===== src/rtl/clk_rst_seq_pkg.sv =====
// Shared types and default sizes for the clock-enable / reset sequencer.
package clk_rst_seq_pkg;

  typedef enum logic [1:0] {
    RESET = 2'd0,
    HOLD  = 2'd1,
    RUN   = 2'd2,
    DONE  = 2'd3
  } state_e;

  localparam int DEF_DIV_W    = 8;
  localparam int DEF_CYC_W    = 32;
  localparam int DEF_RST_HOLD = 4;

endpackage


===== src/rtl/clk_rst_seq_div_ch.sv =====
// One clock-enable divider channel: pulses once every max(div_i,1) enabled cycles.
module clk_div_ch
  import clk_rst_seq_pkg::*;
#(
  parameter int DIV_W = DEF_DIV_W
) (
  input  logic             clk_i,
  input  logic             rst_ni,
  input  logic             run_i,
  input  logic [DIV_W-1:0] div_i,
  output logic             en_o
);

  logic [DIV_W-1:0] cnt_q, cnt_d;
  logic [DIV_W-1:0] d_m1;

  // The >= compare lets a ratio lowered mid-count fire at once instead of wrapping.
  always_comb begin
    // NOTE: every always_comb output gets a default first so no latch is inferred.
    cnt_d = cnt_q;
    d_m1  = (div_i == '0) ? '0 : div_i - DIV_W'(1);
    en_o  = run_i && (cnt_q >= d_m1);
    if (run_i) begin
      cnt_d = en_o ? '0 : cnt_q + DIV_W'(1);
    end
  end

  // NOTE: sequential state uses non-blocking assignments only.
  always_ff @(posedge clk_i or negedge rst_ni) begin
    if (!rst_ni) begin
      cnt_q <= '0;
    end else begin
      cnt_q <= cnt_d;
    end
  end

endmodule


===== src/rtl/clk_rst_seq.sv =====
// Reset sequencer with N_CH divided clock-enable channels and an optional run-cycle
// budget; the counter and DONE state exist only when CLK_RST_SEQ_CNT_EN is defined.
module clk_rst_seq
  import clk_rst_seq_pkg::*;
#(
  parameter int N_CH       = 2,
  parameter int DIV_W      = DEF_DIV_W,
  parameter int RST_HOLD   = DEF_RST_HOLD,
  parameter int CYC_W      = DEF_CYC_W,
  parameter int SIM_CYCLES = 25
) (
  input  logic                  clk_i,
  input  logic                  rst_ni,
  input  logic                  en_i,
  input  logic [N_CH*DIV_W-1:0] div_i,
  output logic                  rst_n_o,
  output logic [N_CH-1:0]       clk_en_o,
  output logic [CYC_W-1:0]      cycle_cnt_o,
  output logic                  done_o
);

  localparam int HOLD_W = (RST_HOLD > 1) ? $clog2(RST_HOLD) : 1;

  state_e            state_q, state_d;
  logic [1:0]        sync_q;
  logic [HOLD_W-1:0] hold_cnt_q, hold_cnt_d;
  logic              rst_n_q;
  logic              budget_hit;
  logic              ch_run;

`ifdef CLK_RST_SEQ_CNT_EN
  logic [CYC_W-1:0] cyc_q, cyc_d;

  // Counting stops outside RUN, so the value saturates at SIM_CYCLES in DONE.
  always_comb begin
    cyc_d = cyc_q;
    if (state_q == RUN) begin
      cyc_d = cyc_q + CYC_W'(1);
    end
  end

  always_ff @(posedge clk_i or negedge rst_ni) begin
    if (!rst_ni) begin
      cyc_q <= '0;
    end else begin
      cyc_q <= cyc_d;
    end
  end

  assign budget_hit  = (SIM_CYCLES != 0) && (cyc_q == CYC_W'(SIM_CYCLES - 1));
  assign cycle_cnt_o = cyc_q;
  assign done_o      = (state_q == DONE);
`else
  assign budget_hit  = 1'b0;
  assign cycle_cnt_o = '0;
  assign done_o      = 1'b0;
`endif

  always_comb begin
    state_d    = state_q;
    hold_cnt_d = hold_cnt_q;
    unique case (state_q)
      RESET: begin
        if (sync_q[1]) begin
          hold_cnt_d = '0;
          state_d    = (RST_HOLD == 0) ? RUN : HOLD;
        end
      end
      HOLD: begin
        if (hold_cnt_q == HOLD_W'(RST_HOLD - 1)) begin
          state_d = RUN;
        end else begin
          hold_cnt_d = hold_cnt_q + HOLD_W'(1);
        end
      end
      RUN: begin
        if (budget_hit) begin
          state_d = DONE;
        end
      end
      DONE: state_d = DONE;
      default: state_d = RESET;
    endcase
  end

  // rst_n_o is registered from the next state so it rises on the same edge that enters RUN.
  always_ff @(posedge clk_i or negedge rst_ni) begin
    if (!rst_ni) begin
      state_q    <= RESET;
      sync_q     <= '0;
      hold_cnt_q <= '0;
      rst_n_q    <= 1'b0;
    end else begin
      state_q    <= state_d;
      sync_q     <= {sync_q[0], 1'b1};
      hold_cnt_q <= hold_cnt_d;
      rst_n_q    <= (state_d == RUN) || (state_d == DONE);
    end
  end

  assign rst_n_o = rst_n_q;
  assign ch_run  = (state_q == RUN) && en_i;

  for (genvar c = 0; c < N_CH; c++) begin : g_ch
    clk_div_ch #(
      .DIV_W(DIV_W)
    ) u_ch (
      .clk_i (clk_i),
      .rst_ni(rst_ni),
      .run_i (ch_run),
      .div_i (div_i[c*DIV_W +: DIV_W]),
      .en_o  (clk_en_o[c])
    );
  end

endmodule


===== config.mk =====
export PLATFORM = sky130hd
export DESIGN_NAME = clk_rst_seq
export DESIGN_NICKNAME = d
export VERILOG_FILES = /design/src/rtl/clk_rst_seq_pkg.sv /design/src/rtl/clk_rst_seq_div_ch.sv /design/src/rtl/clk_rst_seq.sv
export SDC_FILE = /design/constraint.sdc
export NUM_CORES = 1
export LEC_CHECK = 0
export CAP_MARGIN = 15
export CELL_PAD_IN_SITES_DETAIL_PLACEMENT = 1
export CELL_PAD_IN_SITES_GLOBAL_PLACEMENT = 1
export CORE_MARGIN = 2
export CORE_UTILIZATION = 37
export CTS_BUF_LIST = sky130_fd_sc_hd__clkbuf_2
export DETAILED_ROUTE_END_ITERATION = 8
export PLACE_DENSITY = 0.92
export SYNTH_ARGS = -nofsm -noshare
export SYNTH_HDL_FRONTEND = slang
export SYNTH_SLANG_ARGS = --single-unit
export TNS_END_PERCENT = 100

===== constraint.sdc =====
create_clock -name clk_i -period 3.6 [get_ports clk_i]
set_input_delay 0.36 -clock clk_i [delete_from_list [all_inputs] [get_ports clk_i]]
set_output_delay 0.36 -clock clk_i [all_outputs]
set_load 0.1 [all_outputs]

# Word level (Yosys, flattened, before mapping)
# Cells that the tools add are included.
# word_totals
word_cells	40
in_bits	19
register_bits	23
output_inout_bits	36
# classes
muxes	10
n_reduce_logical	9
magnitude_cmp	2
n_addsub	5
eq_ne	8
# op_table
operator	count
8-bit 2-to-1 mux	4
8-bit by 1-bit adder with 8-bit output (second input constant)	2
8-bit >= comparator	2
8-bit zero test	2
8-bit by 1-bit subtractor with 8-bit output (second input constant)	2
2-bit equality test (second input constant)	5
2-bit 2-to-1 mux	4
2-bit one-hot mux with 4 select lines	1
2-bit inequality test (second input constant)	2
2-bit one-hot mux with 2 select lines	1
1-bit logical AND	3
3-bit AND reduction	1
2-bit by 1-bit adder with 2-bit output (second input constant)	1
2-bit by 1-bit equality test with 1-bit output (second input constant)	1
2-bit zero test	1
2-bit nonzero test	1
1-bit logical OR	1

# Logic depth before layout (Yosys ltp)
# Gate-level depths: netlist (run 1).
# depth
word_depth	5
depth_mapped	13
ltp_nobuf	12

# Modules after synthesis
# Synthesis (run 1) repeated with hierarchy kept, for this count alone.
# hier_totals
cells_unflattened	224
hier_area_um2	2068.2
# modules_own_cells
mod	n_inst	seq_area_each_um2	cells_per_inst	area_per_inst_um2
clk_div_ch	2	200.2	83	754.5
clk_rst_seq	1	175.2	58	559.3

# Worst setup path before layout (run 1)
# OpenSTA, ideal clock, no wires.
# synth_timing
kind	input-to-output
start	input div_i[6]
end	output clk_en_o[0]
n_path_buf	2
cell_stages	10
t_arrival_ns	2.804
t_required_ns	3.240
setup_slack_ns	0.436
path_cell_list	or4_1 -> or3_4 -> and2_4 -> ha_1 -> and3_1 -> o21ai_0 -> a311o_1 -> buf_2 -> a21oi_1 -> buf_4
# synth_between
elab_chain_cells	4
word_cells_on_any_way	5
classes_between	add/sub: 1; order compare: 1; mux: 1; reduce/logical: 2
# synth_rtl
item	line	source
start: declaration	clk_rst_seq.sv:15	input logic [N_CH*DIV_W-1:0] div_i,
8-bit by 1-bit subtractor with 8-bit output or 8-bit zero test (tied branches)	clk_rst_seq_div_ch.sv:21	d_m1 = (div_i == '0) ? '0 : div_i - DIV_W'(1);
8-bit 2-to-1 mux (*)	clk_rst_seq_div_ch.sv:21	
8-bit >= comparator (*)	clk_rst_seq_div_ch.sv:22	en_o = run_i && (cnt_q >= d_m1);
1-bit logical AND (*)	clk_rst_seq_div_ch.sv:22	
end: declaration	clk_rst_seq.sv:17	output logic [N_CH-1:0] clk_en_o,
# Mark *: on every way between the ends. The rest lies on a longest branch, timed or not.

# Worst setup path after layout (run 1)
# layout_timing
start	input div_i[5]
end	output clk_en_o[0]
# The elaborated chain is that of the path after synthesis.

==> results of run 1 <==
-- power by group through the flow --
stage | combinational, mW | clock, mW | sequential [mW]
after floorplan | 0.551 | 0 | 0.426
after global placement | 0.644 | 0 | 0.454
after detailed placement | 0.681 | 0 | 0.459
after CTS | 0.684 | 0.112 | 0.454
after global routing | 0.779 | 0.120 | 0.470
final | 0.693 | 0.105 | 0.453
-- worst max-delay path: cells and delay by family --
kind            cells  cell delay (ns)
compound gates      3             0.66
buf+inv             3             0.78
simple gates        4             1.11
fa+ha+maj           1             0.14
-- layout make-up --
class | instances | area (sq um) | share of cell area
multi-input combinational | 204 | 1301 | 0.5394
timing repair buffer | 35 | 357.8 | 0.1483
inverter | 18 | 67.56 | 0.02801
clock inverter | 1 | 5.005 | 0.002075
sequential | 23 | 575.6 | 0.2386
tap | 72 | 90.09 | 0.03734
clock buffer | 3 | 15.01 | 0.006224
-- final timing paths --
| check | from | endpoint | slack (ns) | cells past startpoint |
|---|---|---|---|---|
| max | div_i[5] | clk_en_o[0] | 0.18 | 11 |
| min | rst_ni | sync_q[0]$_DFF_PN0_ | 0.30 | 1 |
| max reg2reg | g_ch[1].u_ch.cnt_q[2]$_DFFE_PN0P_ | g_ch[1].u_ch.cnt_q[7]$_DFFE_PN0P_ | 1.56 | 7 |
| min reg2reg | sync_q[0]$_DFF_PN0_ | sync_q[1]$_DFF_PN0_ | 0.39 | 0 |
| max in group asynchronous | rst_ni | g_ch[1].u_ch.cnt_q[0]$_DFFE_PN0P_ | 2.87 | 2 |
| min in group clk_i | sync_q[0]$_DFF_PN0_ | sync_q[1]$_DFF_PN0_ | 0.39 | 0 |
-- layout by cell type (no fill, tap or decap), types with 3 or more instances in the layout --
master / count
nand2_1: 34
dfrtp_1: 23
buf_4: 13
inv_1: 18
o21ai_0: 10
a21oi_1: 5
clkbuf_2: 3
a22o_1: 3
nor2b_1: 4
nand3_1: 10
nor2_1: 13
conb_1: 34
mux2i_1: 3
ha_1: 20
xor2_1: 5
nor3_1: 3
o22ai_1: 7
a31oi_1: 8
nor3b_1: 3
clkdlybuf4s50_1: 18
nand2b_1: 6
or3_1: 3
nand4_1: 3
and3_1: 3
o211ai_1: 3
-- timing repair --
action | CTS | global route
endpoints found under the setup margin | 1 | 2
buffers inserted | 0 | 0
pin swaps | 0 | 4
gates resized for setup | 1 | 8
hold buffers | 0 | 0
-- sequential cells by signal, indices dropped and copies added (netlist names) --
signal,cells
hold_cnt_q,2
state_q,2
g_ch.u_ch.cnt_q,16
sync_q,2
rst_n_o,1
-- layer usage --
| metal | vias up | global-route usage | routed length, um |
|---|---|---|---|
| li1 | 874 | - | - |
| met1 | 836 | 0.2017 | 2096 |
| met2 | 37 | 0.2735 | 2227 |
| met3 | 2 | 0.02841 | 175 |
| met4 | 0 | 0.01897 | 12 |
| met5 | - | 0 | 0 |
-- cell families after synthesis --
family | after synthesis
adder cells (fa/ha/maj) | 21
buffers and inverters | 57
flip-flops | 23
other | 2
AO/OA/AOI/OAI | 45
AND/OR/NAND/NOR | 92
multiplexers | 5
XOR/XNOR | 7
==> metrics.md, run 1 <==
| Metric | Value |
|---|---|
| CP peak stage delay | approximately 0.52 ns |
| # fillers | 693 |
| # clock sinks | 23 |
| Clock period minus worst slack | 3.419 ns |
| Ys Warns | 0 |
| I/O Buffers | 21 |
| Final Hold Viols | 0 |
| Final ANT Viol Nets | 0 |
| Die Height | slightly below 80 um |
| Vias in the first global route | 1783 |
| Yosys cell types | 37 |
| Required @ worst endpoint | 3.24 ns |
| Adder-cell area share of the yosys netlist | 0.1264 |
| I/O pins | 55 |
| H-Tree Depth | 1 |
| Overall routing resource usage | 0.1542 |
| #FFs+latches synth | 23 |
| TNS Setup | 0 ns |
| Post-Synthesis Cell Area | around 2100 sq um |
| Die area | 6232 sq um |
| Iteration-0 DRC Markers | 76 |
| Setup ws final | 0.1814 ns |
| Syn Inst Count | 252 |
| CP Capture Type | primary output |
| Critical path, cell by cell | clkdlybuf4s50_1, or4_4, or3_4, buf_4, nand2b_1, ha_1, nor2b_1, o211ai_1, a311o_1, a21oi_2, buf_12 |
| Largest family of logic cells by synthesized area | simple AND/OR/NAND/NOR gates |
| Setup-failing EPs final | 0 |
| Worst endpoint data arrival time | 3.06 ns |
| Wire length per cell | roughly 13 um |
| Site Rows | 27 |
| Largest area contributor in the netlist | dfrtp_1 |
| Post-DP HPWL | 3684 um |
| Finished Layout Cells | between 300 and 400 |
| Placement Setup Slack | -0.004894 ns |
| Seq/Total Area, Yosys | 0.2769 |
| Slowest-stage cell, CP | or4_4 |
| Skew-Pair Late Insertion Delay | 0.33 ns |
| Post-synth top area share | 0.2769 |
| Net Sw Frac | 0.5180 |
| Final WL | 4511 um |
| Sw power | 0.6477 mW |
| CTS tree | built |
| Buffer depth of the longest clock path | 2 |
| Number of flops mapped to enable cells by yosys | 0 |
| WHS | 0.3021 ns |
| Count leader, synth | buf_4 |
| Static Leak | 1.071 nW |
| Final Power | around 1.3 mW |
| Proportion of layout cells with a drive suffix above 1 | 0.1232 |
| Total gr overflow | 0 |
| Crit Path Max Fanout | 5 |
| Total CTS buffers | 3 |
| Worst Tran Pin Value | between 0.9 and 1 ns |
| Fin crit share | 0.9496 |
| Clock transition at path regs | 0.21 ns |
| Largest net degree at the start of global routing | 24 |
| XOR/XNOR Fraction of Synth Area | 0.02950 |
| WS Path Type | input port to primary output |
| Slew Limit Fails | 0 |
| DR pass1 iterations | 4 |
| Fmax achieved | 0.2925 GHz |
| Routed via count | 1749 |
| First-pass GRT wire length | 7941 um |
| Die width | around 79 um |
| Hold crit path type | input port to async pin |
| Initial antenna violation count | 0 |
| Detailed-route vias per instance | around 4.9 |
| Worst IR Drop VDD | 0.3031 mV |
| Setup crit start kind | input port |
| Slew HR | 0.3543 |
| Synth async-reset ratio | 1.000 |
| Outcome | complete, no violations |
| Pint | roughly 0.60 mW |
| Placed Cells | approximately 350 |
| Number of remaining DRC errors | 0 |
| Final core utilization | 0.4408 |
| Mux cell area share after synthesis | 0.02529 |
| Compound-Gate Fraction of Synth Area | 0.1493 |
| Initial core utilization | 0.3797 |
| Post-synth top cells | buf_4, nand2_1, dfrtp_1, ha_1, inv_1 |
| Logic pwr share | 0.554 |
| Max cap viols | 0 |
| Register share of total power | 0.362 |
| Clock Power Share | 0.084 |
| Clock Skew | 0.005448 ns |
| Top cells by area, synth | dfrtp_1, buf_4, ha_1 |
| Core ar. | 5473 sq um |
| Clk root buf | clkbuf_2 |
| Avg Synthesized Cell Area | 8.247 sq um |
| Final instance area | 2412 sq um |
| Antenna cells | 0 |
| RSZ-0062 raised after global routing | false |
| Dominant synthesized flop cell | dfrtp_1 |
| Nets@finish | 325 |
| PD cells | around 520 nW/um^2 |
| Placer congestion estimate | 0.8056 |
| P&R area growth vs syn | 16.07% |
| Area after DPL | approximately 2300 sq um |
| Simple-Gate Fraction of Synth Area | 0.2216 |
(Power assumes the default switching activity.)
==> run 2, diff against run 1 <==
--- a/config.mk
+++ b/config.mk
@@ -13,6 +13,7 @@
 export CTS_BUF_LIST = sky130_fd_sc_hd__clkbuf_2
 export DETAILED_ROUTE_END_ITERATION = 8
 export PLACE_DENSITY = 0.92
+export SETUP_SLACK_MARGIN = 0.4
 export SYNTH_ARGS = -nofsm -noshare
 export SYNTH_HDL_FRONTEND = slang
 export SYNTH_SLANG_ARGS = --single-unit
==> run 2 against run 1 <==
- power is 5.5% higher
- clock-buffer cell count unchanged
- final area up 6.2%
- register-to-register slack is essentially flat
- maximum frequency rose by 7.9%
- first-iteration DRC count is 1.3% lower
- routed wire length rose by 20%
- critical path type unchanged
==> metrics.md, run 2 (synthesis results as in run 1) <==
| Metric | Value |
|---|---|
| Post-DP HPWL | 3684 um |
| Total gr overflow | 0 |
| Max reg flops | 16 |
| Slew Limit Fails | 0 |
| Final ANT Viol Nets | 0 |
| Worst r2r src | g_ch[1].u_ch.cnt_q[5]$_DFFE_PN0P_ |
| CP Capture Type | primary output |
| Required @ worst endpoint | 3.24 ns |
| Proportion of layout cells with a drive suffix above 1 | 0.2310 |
| Initial antenna violation count | 0 |
| Buffer depth of the longest clock path | 2 |
| Routed via count | 1835 |
| Antenna cells | 0 |
| Max cap viols | 0 |
| P&R area growth vs syn | 23.24% |
| Fin crit share | 0.8801 |
| Setup crit start | div_i[8] |
| Static Leak | 1.169 nW |
| WS Path Type | input port to primary output |
| Setup-failing EPs final | 0 |
| TNS Setup | 0 ns |
| Clk root buf | clkbuf_2 |
| Total CTS buffers | 3 |
| Fmax achieved | ~0.32 GHz |
| Worst endpoint data arrival time | 2.81 ns |
| Site Rows | 27 |
| Iteration-0 DRC Markers | 75 |
| Number of remaining DRC errors | 0 |
| Final WL | 5417 um |
| Worst Tran Pin Value | 0.9655 ns |
| Final Hold Viols | 0 |
| DR pass1 iterations | 4 |
| Initial core utilization | 0.3797 |
| Outcome | complete, no violations |
| Vias in the first global route | 1858 |
| Detailed-route vias per instance | 5.069 |
| Placer congestion estimate | around 0.81 |
| Hold crit path type | input port to async pin |
| Worst IR Drop VDD | 0.3266 mV |
| Wire length per cell | approximately 15 um |
| Skew-Pair Late Insertion Delay | 0.36 ns |
| Slew HR | 0.3543 |
| Final Power | 1.319 mW |
| Clock transition at path regs | 0.22 ns |
| Hold_buf cts | 0 |
| Die Height | 78.95 um |
| Overall routing resource usage | 0.1752 |
| Top reg by flops | g_ch.u_ch.cnt_q |
| First-pass GRT wire length | 8763 um |
| # fillers | slightly below 700 |
| Crit Path Max Fanout | 4 |
| H-Tree Depth | 1 |
| Core ar. | 5473 sq um |
| CTS tree | built |
| # clock sinks | 23 |
| RSZ-0062 raised after global routing | true |
| I/O pins | 55 |
| Clock period minus worst slack | between 3 and 4 ns |
| Commonest non-fill, non-tap cells in the layout | nand2_1, conb_1, dfrtp_1 |
| Nets@finish | 331 |
| I/O Buffers | 21 |
| Die area | 6232 sq um |
| Clock Skew | 0.001698 ns |
| Largest net degree at the start of global routing | 24 |
| Die width | 78.95 um |
| PD cells | 515.1 nW/um^2 |
| Setup crit start kind | input port |
run 2: cell types whose count changed in the layout (fill, tap and decap cells not counted), sizes merged:
| cell | change |
|---|---|
| dlymetal6s2s | +4 |
| buf | +7 |
| clkbuf | +5 |
| clkdlybuf4s50 | -12 |
| dlygate4sd2 | +2 |
run 2: stage by stage:
stage / cell area [sq um] / instances / util / setup slack, ns / hold WS [ns]
floorplan: 2198 / 284 / - / 0.4365 / 0.06441
global placement: 2336 / 351 / 0.4268 / 0.03648 / 0.3396
detailed placement: 2336 / 351 / 0.4268 / -0.004894 / 0.3434
CTS: 2459 / 359 / 0.4492 / 0.3878 / 0.3923
global route: 2561 / 362 / 0.4680 / 0.3616 / 0.2206
finish: 2561 / 362 / 0.4680 / 0.4318 / 0.2367
run 2: repair_timing:
action | 4_1_cts | 5_1_grt
pin swaps | 15 | 11
endpoints found under the setup margin | 2 | 2
buffers inserted | 4 | 2
gates cloned | 0 | 0
resized for setup | 30 | 31
run 2: area by class of cell:
| cell class | instances | area (sq um) | area share |
|---|---|---|---|
| well taps | 72 | 90.09 | 0.03517 |
| clock buffers | 3 | 15.01 | 0.005862 |
| inverters | 18 | 67.56 | 0.02638 |
| clock inverters | 1 | 5.005 | 0.001954 |
| repair buffers | 41 | 394.1 | 0.1539 |
| multi-input cells | 204 | 1414 | 0.5520 |
| flip-flops and latches | 23 | 575.6 | 0.2247 |
run 2: critical path: stages:
cell and delay (ns):
clkbuf_2 0.10, inv_2 0.08, ha_4 0.13, nor2b_4 0.14
nand3b_1 0.12, or3_4 0.41, buf_6 0.15, nand2b_4 0.07
ha_4 0.13, nor2b_4 0.13, o211ai_1 0.11, a311o_1 0.39
a21oi_1 0.17, buf_4 0.16, buf_12 0.17
run 2: worst paths after layout:
path	endpoint	slack, ns	cells past startpoint
max in group asynchronous	g_ch[1].u_ch.cnt_q[0]$_DFFE_PN0P_	2.96	2
min in group clk_i	sync_q[1]$_DFF_PN0_	0.39	0
setup reg to reg	g_ch[1].u_ch.cnt_q[7]$_DFFE_PN0P_	1.55	7
hold reg to reg	sync_q[1]$_DFF_PN0_	0.39	0
setup / recovery	clk_en_o[1]	0.43	15
hold / removal	g_ch[1].u_ch.cnt_q[1]$_DFFE_PN0P_	0.24	1
run 2: power by group:
part | total, mW | internal (mW) | switching, mW | leakage [nW]
clock network | 0.110 | 0.0251 | 0.0850 | 0.0164
registers | 0.460 | 0.340 | 0.120 | 0.265
logic | 0.749 | 0.264 | 0.485 | 0.887
total | 1.32 | 0.629 | 0.690 | 1.17
run 2: routing by layer:
layer,GRT usage,up-vias,wire length [um]
met3,0.02727,6,160
li1,-,887,-
met1,0.2372,903,2446
met4,0.03966,0,62
met2,0.2957,39,2748
met5,0,-,0
==> run 3, diff against run 2 <==
--- a/config.mk
+++ b/config.mk
@@ -5,6 +5,7 @@
 export SDC_FILE = /design/constraint.sdc
 export NUM_CORES = 1
 export LEC_CHECK = 0
+export ABC_CLOCK_PERIOD_IN_PS = 3600
 export CAP_MARGIN = 15
 export CELL_PAD_IN_SITES_DETAIL_PLACEMENT = 1
 export CELL_PAD_IN_SITES_GLOBAL_PLACEMENT = 1
==> results of run 3 <==
The final DEF is identical to that of run 2; final timing and power are the same.
